==> config.mk <==
export PLATFORM = sky130hd
export DESIGN_NAME = cmos_power_seq
export DESIGN_NICKNAME = d
export VERILOG_FILES = /design/src/rtl/cmos_power_seq_pkg.sv /design/src/rtl/cmos_vsync_edge.sv /design/src/rtl/cmos_power_seq.sv
export SDC_FILE = /design/constraint.sdc
export NUM_CORES = 1
export LEC_CHECK = 0
export ABC_CLOCK_PERIOD_IN_PS = 3330
export CAP_MARGIN = 15
export CORE_MARGIN = 1.5
export CORE_UTILIZATION = 23
export CTS_CLUSTER_SIZE = 28
export DETAILED_ROUTE_END_ITERATION = 6
export SLEW_MARGIN = 30
export SYNTH_ARGS = -nofsm -noshare
export SYNTH_HDL_FRONTEND = slang
export SYNTH_SLANG_ARGS = --single-unit
export TNS_END_PERCENT = 30
==> constraint.sdc <==
create_clock -name I_clk -period 3.33 [get_ports I_clk]
set_clock_uncertainty 0.2 [all_clocks]
set_input_delay 0.999 -clock I_clk [delete_from_list [all_inputs] [get_ports I_clk]]
set_output_delay 0.999 -clock I_clk [all_outputs]
set_load 0.05 [all_outputs]
==> src/rtl/cmos_power_seq_pkg.sv <==
// Shared types and defaults for the OV5640 power-up / configuration sequencer.
package cmos_power_seq_pkg;

  // Encodings are visible on O_state, so the values are pinned.
  typedef enum logic [2:0] {
    StPwdn   = 3'd0,
    StPwrup  = 3'd1,
    StBoot   = 3'd2,
    StConfig = 3'd3,
    StRetry  = 3'd4,
    StWaitVs = 3'd5,
    StReady  = 3'd6,
    StFail   = 3'd7
  } seq_state_e;

  // Default cycle counts at 27 MHz.
  localparam int unsigned DefPwdnCycles       = 135_000;
  localparam int unsigned DefRstCycles        = 27_000;
  localparam int unsigned DefBootCycles       = 540_000;
  localparam int unsigned DefCfgTimeoutCycles = 27_000_000;
  localparam int unsigned DefMaxRetry         = 3;

  // Sensor/config pin levels driven in a given state.
  typedef struct packed {
    logic pwdn;
    logic rst_n;
    logic cfg_rst;
  } pin_t;

  localparam pin_t PinsReset = '{pwdn: 1'b1, rst_n: 1'b0, cfg_rst: 1'b1};

  function automatic pin_t pins_for(seq_state_e st);
    pin_t p;
    p = PinsReset;
    case (st)
      StPwrup:                    p = '{pwdn: 1'b0, rst_n: 1'b0, cfg_rst: 1'b1};
      StBoot:                     p = '{pwdn: 1'b0, rst_n: 1'b1, cfg_rst: 1'b1};
      StConfig, StWaitVs, StReady: p = '{pwdn: 1'b0, rst_n: 1'b1, cfg_rst: 1'b0};
      default:                    p = PinsReset;
    endcase
    return p;
  endfunction

  function automatic int unsigned max_u(int unsigned a, int unsigned b);
    return (a > b) ? a : b;
  endfunction

endpackage

==> src/rtl/cmos_vsync_edge.sv <==
// Brings raw camera vsync into the system clock domain and emits a one-cycle pulse on each
// rising edge of its active level.
module cmos_vsync_edge #(
  parameter bit VsPol = 1'b1
) (
  input  logic clk_i,
  input  logic rst_ni,
  input  logic vsync_i,
  output logic rise_o
);

  logic sync1_q, sync2_q, level_q, rise_q;
  logic active;

  // Normalise polarity so that 1 always means "vsync active".
  assign active = sync2_q ^ ~VsPol;

  // Two-flop synchroniser followed by a registered rising-edge detector.
  always_ff @(posedge clk_i or negedge rst_ni) begin
    if (!rst_ni) begin
      sync1_q <= 1'b0;
      sync2_q <= 1'b0;
      level_q <= 1'b0;
      rise_q  <= 1'b0;
    end else begin
      sync1_q <= vsync_i;
      sync2_q <= sync1_q;
      level_q <= active;
      rise_q  <= active & ~level_q;
    end
  end

  assign rise_o = rise_q;

endmodule

==> src/rtl/cmos_power_seq.sv <==
// OV5640 power-up / configuration sequencer: drives pwdn/reset pins with datasheet timing,
// gates i2c_config, supervises done/error with timeout and bounded retry, and declares the
// sensor ready after the first full frame.
module cmos_power_seq
  import cmos_power_seq_pkg::*;
#(
  parameter int unsigned PWDN_CYCLES        = DefPwdnCycles,
  parameter int unsigned RST_CYCLES         = DefRstCycles,
  parameter int unsigned BOOT_CYCLES        = DefBootCycles,
  parameter int unsigned CFG_TIMEOUT_CYCLES = DefCfgTimeoutCycles,
  parameter int unsigned MAX_RETRY          = DefMaxRetry,
  parameter bit          VS_POL             = 1'b1
) (
  input  logic       I_clk,
  input  logic       I_rst_n,
  input  logic       I_restart,
  input  logic       I_cfg_done,
  input  logic       I_cfg_error,
  input  logic       I_cmos_vsync,
  output logic       O_cfg_rst,
  output logic       O_cmos_pwdn,
  output logic       O_cmos_rst_n,
  output logic       O_ready,
  output logic       O_fail,
  output logic [1:0] O_retry_cnt,
  output logic [2:0] O_state
);

  localparam int unsigned MaxCycles =
      max_u(max_u(PWDN_CYCLES, RST_CYCLES), max_u(BOOT_CYCLES, CFG_TIMEOUT_CYCLES));
  localparam int unsigned CntW = $clog2(MaxCycles) + 1;

  localparam logic [CntW-1:0] PwdnLast    = CntW'(PWDN_CYCLES - 1);
  localparam logic [CntW-1:0] RstLast     = CntW'(RST_CYCLES - 1);
  localparam logic [CntW-1:0] BootLast    = CntW'(BOOT_CYCLES - 1);
  localparam logic [CntW-1:0] TimeoutLast = CntW'(CFG_TIMEOUT_CYCLES - 1);
  localparam logic [1:0]      MaxRetry    = 2'(MAX_RETRY);

  seq_state_e      state_q, state_d;
  logic [CntW-1:0] cnt_q, cnt_d;
  logic [1:0]      retry_q, retry_d;
  logic            vs_seen_q, vs_seen_d;
  pin_t            pins_q;
  logic            ready_q, fail_q;
  logic            vs_rise;
  logic            timed;

  cmos_vsync_edge #(
    .VsPol (VS_POL)
  ) u_vsync_edge (
    .clk_i   (I_clk),
    .rst_ni  (I_rst_n),
    .vsync_i (I_cmos_vsync),
    .rise_o  (vs_rise)
  );

  // Next-state, retry bookkeeping and frame-edge counting.
  always_comb begin
    state_d   = state_q;
    retry_d   = retry_q;
    // The first vsync edge seen in WAIT_VS belongs to a partial frame; the flag is reset on
    // every other state so it starts clear on entry.
    vs_seen_d = (state_q == StWaitVs) ? vs_seen_q : 1'b0;
    case (state_q)
      StPwdn:   if (cnt_q == PwdnLast) state_d = StPwrup;
      StPwrup:  if (cnt_q == RstLast)  state_d = StBoot;
      StBoot:   if (cnt_q == BootLast) state_d = StConfig;
      StConfig: begin
        // Error takes priority over a simultaneous done.
        if (I_cfg_error)                state_d = StRetry;
        else if (I_cfg_done)            state_d = StWaitVs;
        else if (cnt_q == TimeoutLast)  state_d = StRetry;
      end
      StRetry: begin
        if (retry_q < MaxRetry) begin
          retry_d = retry_q + 2'd1;
          state_d = StPwdn;
        end else begin
          state_d = StFail;
        end
      end
      StWaitVs: begin
        if (vs_rise) begin
          if (vs_seen_q) state_d   = StReady;
          else           vs_seen_d = 1'b1;
        end
      end
      StReady, StFail: begin
        if (I_restart) begin
          state_d = StPwdn;
          retry_d = 2'd0;
        end
      end
      default: state_d = StPwdn;
    endcase
  end

  // Delay counter restarts at zero on every state entry and only runs in timed states.
  always_comb begin
    timed = (state_q == StPwdn) || (state_q == StPwrup) ||
            (state_q == StBoot) || (state_q == StConfig);
    if (state_d != state_q) cnt_d = '0;
    else if (timed)         cnt_d = cnt_q + CntW'(1);
    else                    cnt_d = '0;
  end

  // State, counters and registered outputs; pins track the state being entered, ready/fail
  // follow one cycle after the state.
  always_ff @(posedge I_clk or negedge I_rst_n) begin
    if (!I_rst_n) begin
      state_q   <= StPwdn;
      cnt_q     <= '0;
      retry_q   <= 2'd0;
      vs_seen_q <= 1'b0;
      pins_q    <= PinsReset;
      ready_q   <= 1'b0;
      fail_q    <= 1'b0;
    end else begin
      state_q   <= state_d;
      cnt_q     <= cnt_d;
      retry_q   <= retry_d;
      vs_seen_q <= vs_seen_d;
      pins_q    <= pins_for(state_d);
      ready_q   <= (state_q == StReady);
      fail_q    <= (state_q == StFail);
    end
  end

  assign O_cmos_pwdn  = pins_q.pwdn;
  assign O_cmos_rst_n = pins_q.rst_n;
  assign O_cfg_rst    = pins_q.cfg_rst;
  assign O_ready      = ready_q;
  assign O_fail       = fail_q;
  assign O_retry_cnt  = retry_q;
  assign O_state      = state_q;

endmodule

==> results.py, run 1 <==
metrics = {
    "cts": {
        "cts_buffer_depth": 2,
        "cts_tree": "built",
        "numCtsBuffers": 5,
        "path_clk_slew_ns": 0.09,
        "clockRootBuffer": "clkbuf_8",
        "cts.sinks": 41,
        "post-cts-setup-buffers": 0,
        "clock_latency_ns": 0.29,
        "cts_resized": 0,
        "h-tree-depth": 2,
        "ctsHoldBuffers": 0,
    },
    "global_routing": {
        "overflow": 0,
        "antenna_found_initial": 0,
        "gr-usage-all-layers_pct": 9.17,
        "grt_pass1_vias": 1637,
        "grt_pass1_wl_um": 7630,
        "grt_max_degree": 42,
    },
    "placed_design": {
        "port_buffers": 15,
        "place_congestion": 0.864,
        "hpwl_um": 3120,
    },
    "layout": {
        "n_fill_cell": 955,
        "multi_input_area_um2": 1130,
        "synthToLayoutAreaGrowth_pct": 18.5,
        "final_layout_size_suffix_gt1_share_pct": 20.2,
        "antennaDiodeCount": 0,
        "seq_area_um2": 1030,
        "nNetsFinal": 254,
        "final_common_cell": "dfrtp_1",
        "layout_common_cells": "dfrtp_1, nor2_2, nor2_1",
        "utilization_pct": 28.4,
    },
    "floorplanning": {
        "die_y_um": 102,
        "ioPinCount": 16,
        "start_util_pct": 24.0,
        "core_um2": 9330,
        "num_rows": 35,
        "fp.dieW_um": 102,
        "die-area_um2": 10300,
    },
    "setup_path": {
        "r2r_cells": 7,
        "worstSetupPathType": "flip-flop to output port",
        "crit_chain": "clkdlybuf4s50_1",
        "regToRegSetupSlack_ns": 0.42,
        "path_buf_inv": 1,
        "crit_fanout": 16,
        "max_stage_delay_ns": 0.89,
        "arrival_ns": 1.79,
        "cp.required_ns": 2.13,
        "crit_family": "buffers and inverters",
        "critPathSlowestCell": "clkdlybuf4s50_1",
        "worstReg2RegStart": "cnt_q[21]$_DFF_PN0_",
        "r2r_end": "cnt_q[2]$_DFF_PN0_",
        "cp-end-kind": "output port",
        "cp-start-kind": "flip-flop",
    },
    "sta": {
        "relSlewSlack_pct": 53.6,
        "tightest_slew_ns": 0.691,
        "slew_violations": 0,
        "rsz0062_at_grt": "no",
        "setup_violations": 0,
        "fin_crit_sh_pct": 89.8,
        "hold_violations": 0,
        "fin_crit_ns": 2.99,
        "tns_ns": 0,
        "whs_ns": 0.158,
        "max_freq_mhz": 334,
    },
    "power_and_ir_drop": {
        "combPwrFrac_pct": 43.8,
        "sw_frac_of_total_pct": 43.0,
        "p_sw_mw": 0.751,
        "p_leak_nw": 0.995,
        "ir_drop_mv": 0.279,
        "intPower_mw": 0.997,
        "power_frac_clock_pct": 19.3,
        "powerDensity_nw_per_um2": 660,
        "p_seq_share_pct": 36.9,
    },
    "min_path": {
        "min_path_type": "flip-flop to flip-flop",
        "min_to": "u_vsync_edge.active$_DFF_PN0_",
        "hold_depth": 0,
        "hp-start": "u_vsync_edge.sync1_q$_DFF_PN0_",
    },
    "logic_synthesis": {
        "avgSynthCellArea_um2": 9.98,
        "synth_top_cell_by_area": "dfrtp_1",
        "synth_edf_count": 0,
        "post_synth_main_area_contributors": "dfrtp_1, nor2_2, xnor2_1, xor2_1, nor2_1",
        "netlist-cell-type-count": 51,
        "ys_ff_latch": 41,
        "async_reset_ff_share_pct": 100,
        "synth_top_area_share_pct": 43.6,
        "synth_fp_nets": 232,
        "synth_ff_type": "dfrtp_1",
        "synth_warnings": 0,
        "ys_seq_area_share_pct": 46.0,
        "syn_inst": 224,
        "syn-cell-area_um2": 2240,
    },
    "detailed_routing": {
        "routed_via_density": 4.40,
        "wire_per_inst_um": 11.9,
        "wirelength_um": 4470,
        "drc": 0,
        "via_count": 1655,
        "postRouteAntennaNets": 0,
        "dr.pass1.iters": 4,
        "drt_iter0_markers": 77,
    },
    "run": {
        "drv_cap": 0,
    },
    "run_status": {
        "status": "completed",
    },
}
## stage by stage
| step | instances | instance area, µm² | total power, mW | worst slack [ns] |
|---|---|---|---|---|
| 3_5_place_dp | 367 | 2540 | 1.39 | -0.0629 |
| 4_1_cts | 375 | 2630 | 1.73 | 0.236 |
| 2_1_floorplan | 224 | 2240 | 1.24 | 0.816 |
| 6_report | 376 | 2650 | 1.75 | 0.340 |
| 5_1_grt | 376 | 2650 | 1.86 | 0.249 |
| 3_3_place_gp | 367 | 2540 | 1.38 | 0.0154 |
## sequential cells by signal, indices dropped and copies added (netlist names)
signal,cells
O_retry_cnt,2
O_fail,1
O_state,3
O_ready,1
O_cfg_rst,1
u_vsync_edge.rise_o,1
O_cmos_rst_n,1
cnt_q,26
vs_seen_q,1
u_vsync_edge.active,1
u_vsync_edge.sync1_q,1
O_cmos_pwdn,1
u_vsync_edge.level_q,1
## layout make-up
cell class                 instances  area share, %
tap                              129           6.09
clock buffer                       5           2.60
timing repair buffer              22           7.84
multi-input combinational        168           42.6
sequential                        41           38.8
inverter                           8           1.13
clock inverter                     3          0.944
## worst max path at each step
stage	from	slack, ns	endpoint	cells past startpoint
3_5_place_dp	I_restart	-0.06	cnt_q[6]$_DFF_PN0_	7
6_report	O_state[2]$_DFF_PN0_	0.34	O_state[2]	1
3_3_place_gp	I_restart	0.02	cnt_q[6]$_DFF_PN0_	7
4_1_cts	cnt_q[21]$_DFF_PN0_	0.24	cnt_q[6]$_DFF_PN0_	6
2_1_floorplan	cnt_q[21]$_DFF_PN0_	0.82	cnt_q[17]$_DFF_PN0_	7
5_1_grt	cnt_q[7]$_DFF_PN0_	0.25	cnt_q[4]$_DFF_PN0_	7
## synth_stat cells (all sizes together), types with 5 or more instances
cell	n
nor2	38
o21ai	9
nand4	5
xor2	10
xnor2	14
nand3	13
inv	8
dfrtp	39
nand2	17
nor3	7
## cells by family (layout without fill, tap and decap cells)
kind of cell,Yosys count,after routing,synth area share [%]
compound gates,27,27,8.90
xor+xnor,24,24,9.40
fa+ha+maj,2,2,1.12
buf+inv,15,38,3.53
flops,41,41,46.0
mux,1,1,0.448
simple gates,114,114,30.6
## power by group through the flow
stage	combinational (mW)	clock, mW	sequential, mW
global placement	0.722	0	0.654
CTS	0.734	0.354	0.646
global route	0.832	0.371	0.657
floorplan	0.466	0	0.775
detailed placement	0.731	0	0.656
finish	0.765	0.338	0.645
## routing by layer
metal  wire (µm)  vias up  track usage [%]
li1            -      822                -
met3         145        4             1.66
met5           0        -                0
met4          48        0             2.88
met2        2080       28             14.4
met1        2190      801             12.8
No activity file was read; power rests on OpenSTA's default activity.
==> run 2: changes to the inputs <==
- TNS_END_PERCENT: 30 -> not set
==> results of run 2 <==
The final DEF is identical to that of run 1; final timing and power are the same.
==> run 3: changes to the inputs <==
--- a/config.mk
+++ b/config.mk
@@ -12,4 +12,5 @@
 export CTS_CLUSTER_SIZE = 28
 export DETAILED_ROUTE_END_ITERATION = 6
+export GPL_TIMING_DRIVEN = 0
 export SLEW_MARGIN = 30
 export SYNTH_ARGS = -nofsm -noshare
--- a/constraint.sdc
+++ b/constraint.sdc
@@ -3,3 +3,3 @@
 set_input_delay 0.999 -clock I_clk [delete_from_list [all_inputs] [get_ports I_clk]]
 set_output_delay 0.999 -clock I_clk [all_outputs]
-set_load 0.05 [all_outputs]
+set_load 0.01 [all_outputs]
==> results.py, run 3 (synthesis gave the netlist of run 1 again) <==
metrics = {
    "sta": {
        "slew_violations": 0,
        "tightest_slew_ns": 0.704,
        "whs_ns": 0.161,
        "max_freq_mhz": 340,
        "setup_violations": 0,
        "fin_crit_sh_pct": 88.3,
        "rsz0062_at_grt": "no",
        "hold_violations": 0,
        "relSlewSlack_pct": 52.7,
        "tns_ns": 0,
        "fin_crit_ns": 2.94,
    },
    "layout": {
        "largest_register_ff_count": 26,
        "fin_cells": 377,
        "top_register": "cnt_q",
        "nNetsFinal": 255,
        "multi_input_area_um2": 1130,
        "final_layout_size_suffix_gt1_share_pct": 19.0,
        "n_fill_cell": 972,
        "synthToLayoutAreaGrowth_pct": 20.6,
        "seq_area_um2": 1030,
        "layout_common_cells": "dfrtp_1, nor2_2, nor2_1",
        "antennaDiodeCount": 0,
        "final_area_um2": 2700,
        "final_common_cell": "dfrtp_1",
    },
    "power_and_ir_drop": {
        "power_frac_clock_pct": 24.0,
        "ir_drop_mv": 0.222,
        "p_seq_share_pct": 36.6,
        "p_leak_nw": 1.00,
        "sw_frac_of_total_pct": 36.1,
        "p_sw_mw": 0.626,
        "combPwrFrac_pct": 39.3,
        "powerDensity_nw_per_um2": 643,
        "intPower_mw": 1.11,
    },
    "floorplanning": {
        "die-area_um2": 10300,
        "core_um2": 9330,
        "start_util_pct": 24.0,
        "ioPinCount": 16,
        "fp.dieW_um": 102,
        "die_y_um": 102,
        "num_rows": 35,
    },
    "detailed_routing": {
        "drc": 0,
        "postRouteAntennaNets": 0,
        "routed_via_density": 4.28,
        "wire_per_inst_um": 11.8,
        "drt_iter0_markers": 47,
        "via_count": 1615,
        "wirelength_um": 4460,
        "dr.pass1.iters": 4,
    },
    "cts": {
        "ctsHoldBuffers": 0,
        "clockRootBuffer": "clkbuf_8",
        "cts.sinks": 41,
        "cts_tree": "built",
        "numCtsBuffers": 5,
        "h-tree-depth": 2,
        "post-cts-setup-buffers": 0,
        "cts_resized": 0,
        "clock_latency_ns": 0.30,
        "path_clk_slew_ns": 0.08,
        "cts_buffer_depth": 2,
    },
    "setup_path": {
        "cp-start-kind": "input port",
        "cp_common_cell": "o21ai_0",
        "worstSetupPathType": "input port to flip-flop",
        "arrival_ns": 2.97,
        "critPathSlowestCell": "clkdlybuf4s50_1",
        "crit_start": "I_restart",
        "cp.required_ns": 3.36,
        "crit_chain": "clkdlybuf4s50_1, and2_0, o21ai_0, nand3_1, o21ai_0, a21boi_0, o21a_1",
        "max_stage_delay_ns": 0.46,
        "cp-end-kind": "flip-flop",
        "worstReg2RegStart": "cnt_q[7]$_DFF_PN0_",
        "crit_fanout": 5,
    },
    "min_path": {
        "hp-start": "u_vsync_edge.sync1_q$_DFF_PN0_",
        "min_path_type": "flip-flop to flip-flop",
    },
    "placed_design": {
        "hpwl_um": 3320,
        "port_buffers": 15,
        "place_inst": 369,
        "place_congestion": 0.827,
        "placed_area_um2": 2580,
    },
    "run_status": {
        "status": "completed",
    },
    "global_routing": {
        "grt_max_degree": 23,
        "overflow": 0,
        "antenna_found_initial": 0,
        "grt_pass1_wl_um": 7670,
        "grt_pass1_vias": 1604,
        "gr-usage-all-layers_pct": 9.32,
    },
    "run": {
        "drv_cap": 0,
    },
}
==> run 3: power by group through the flow <==
stage          Clock, mW  Combinational [mW]  Sequential [mW]
6_report           0.417               0.682            0.635
5_1_grt            0.453               0.752            0.645
4_1_cts            0.434               0.689            0.635
3_5_place_dp           0               0.686            0.645
3_3_place_gp           0               0.678            0.641
2_1_floorplan          0               0.466            0.651
==> run 3: layout make-up <==
| class | instances | share of cell area, % |
|---|---|---|
| Multi-Input combinational cell | 168 | 42.1 |
| Sequential cell | 41 | 38.1 |
| Timing Repair Buffer | 16 | 6.40 |
| Tap cell | 129 | 5.99 |
| Clock buffer | 6 | 3.06 |
| Buffer | 7 | 1.81 |
| Clock inverter | 2 | 1.39 |
| Inverter | 8 | 1.11 |
==> run 3: metrics by stage <==
| stage | setup WS (ns) | util [%] | power (mW) |
|---|---|---|---|
| final | 0.390 | 28.9 | 1.73 |
| after global placement | 0.0156 | 27.3 | 1.32 |
| after CTS | 0.434 | 28.9 | 1.76 |
| after detailed placement | 0.131 | 27.6 | 1.33 |
| after floorplan | 0.816 | - | 1.12 |
| after global routing | 0.189 | 28.9 | 1.85 |
==> run 3: final timing paths <==
| check | slack, ns | to | cells past startpoint |
|---|---|---|---|
| worst max-delay path | 0.39 | O_cmos_rst_n$_DFF_PN0_ | 7 |
| worst min-delay path | 0.16 | u_vsync_edge.active$_DFF_PN0_ | 0 |
| worst max register to register | 0.61 | cnt_q[17]$_DFF_PN0_ | 7 |
| worst min register to register | 0.16 | u_vsync_edge.active$_DFF_PN0_ | 0 |
| max in group asynchronous | 1.97 | cnt_q[17]$_DFF_PN0_ | 2 |
| min in group asynchronous | 0.47 | O_retry_cnt[1]$_DFFE_PN0P_ | 1 |
==> run 3: worst max-delay path, delay by kind of cell <==
family	cells	cell delay [ns]
simple gates	2	0.30
compound gates	4	1.21
buf+inv	1	0.46
==> run 3: metal layers <==
layer,vias to the layer above,GRT usage [%],share of wire [%]
li1,823,-,-
met5,-,0,0
met2,19,14.2,45
met1,767,13.1,51
met3,6,2.21,2.6
met4,0,2.78,1.3
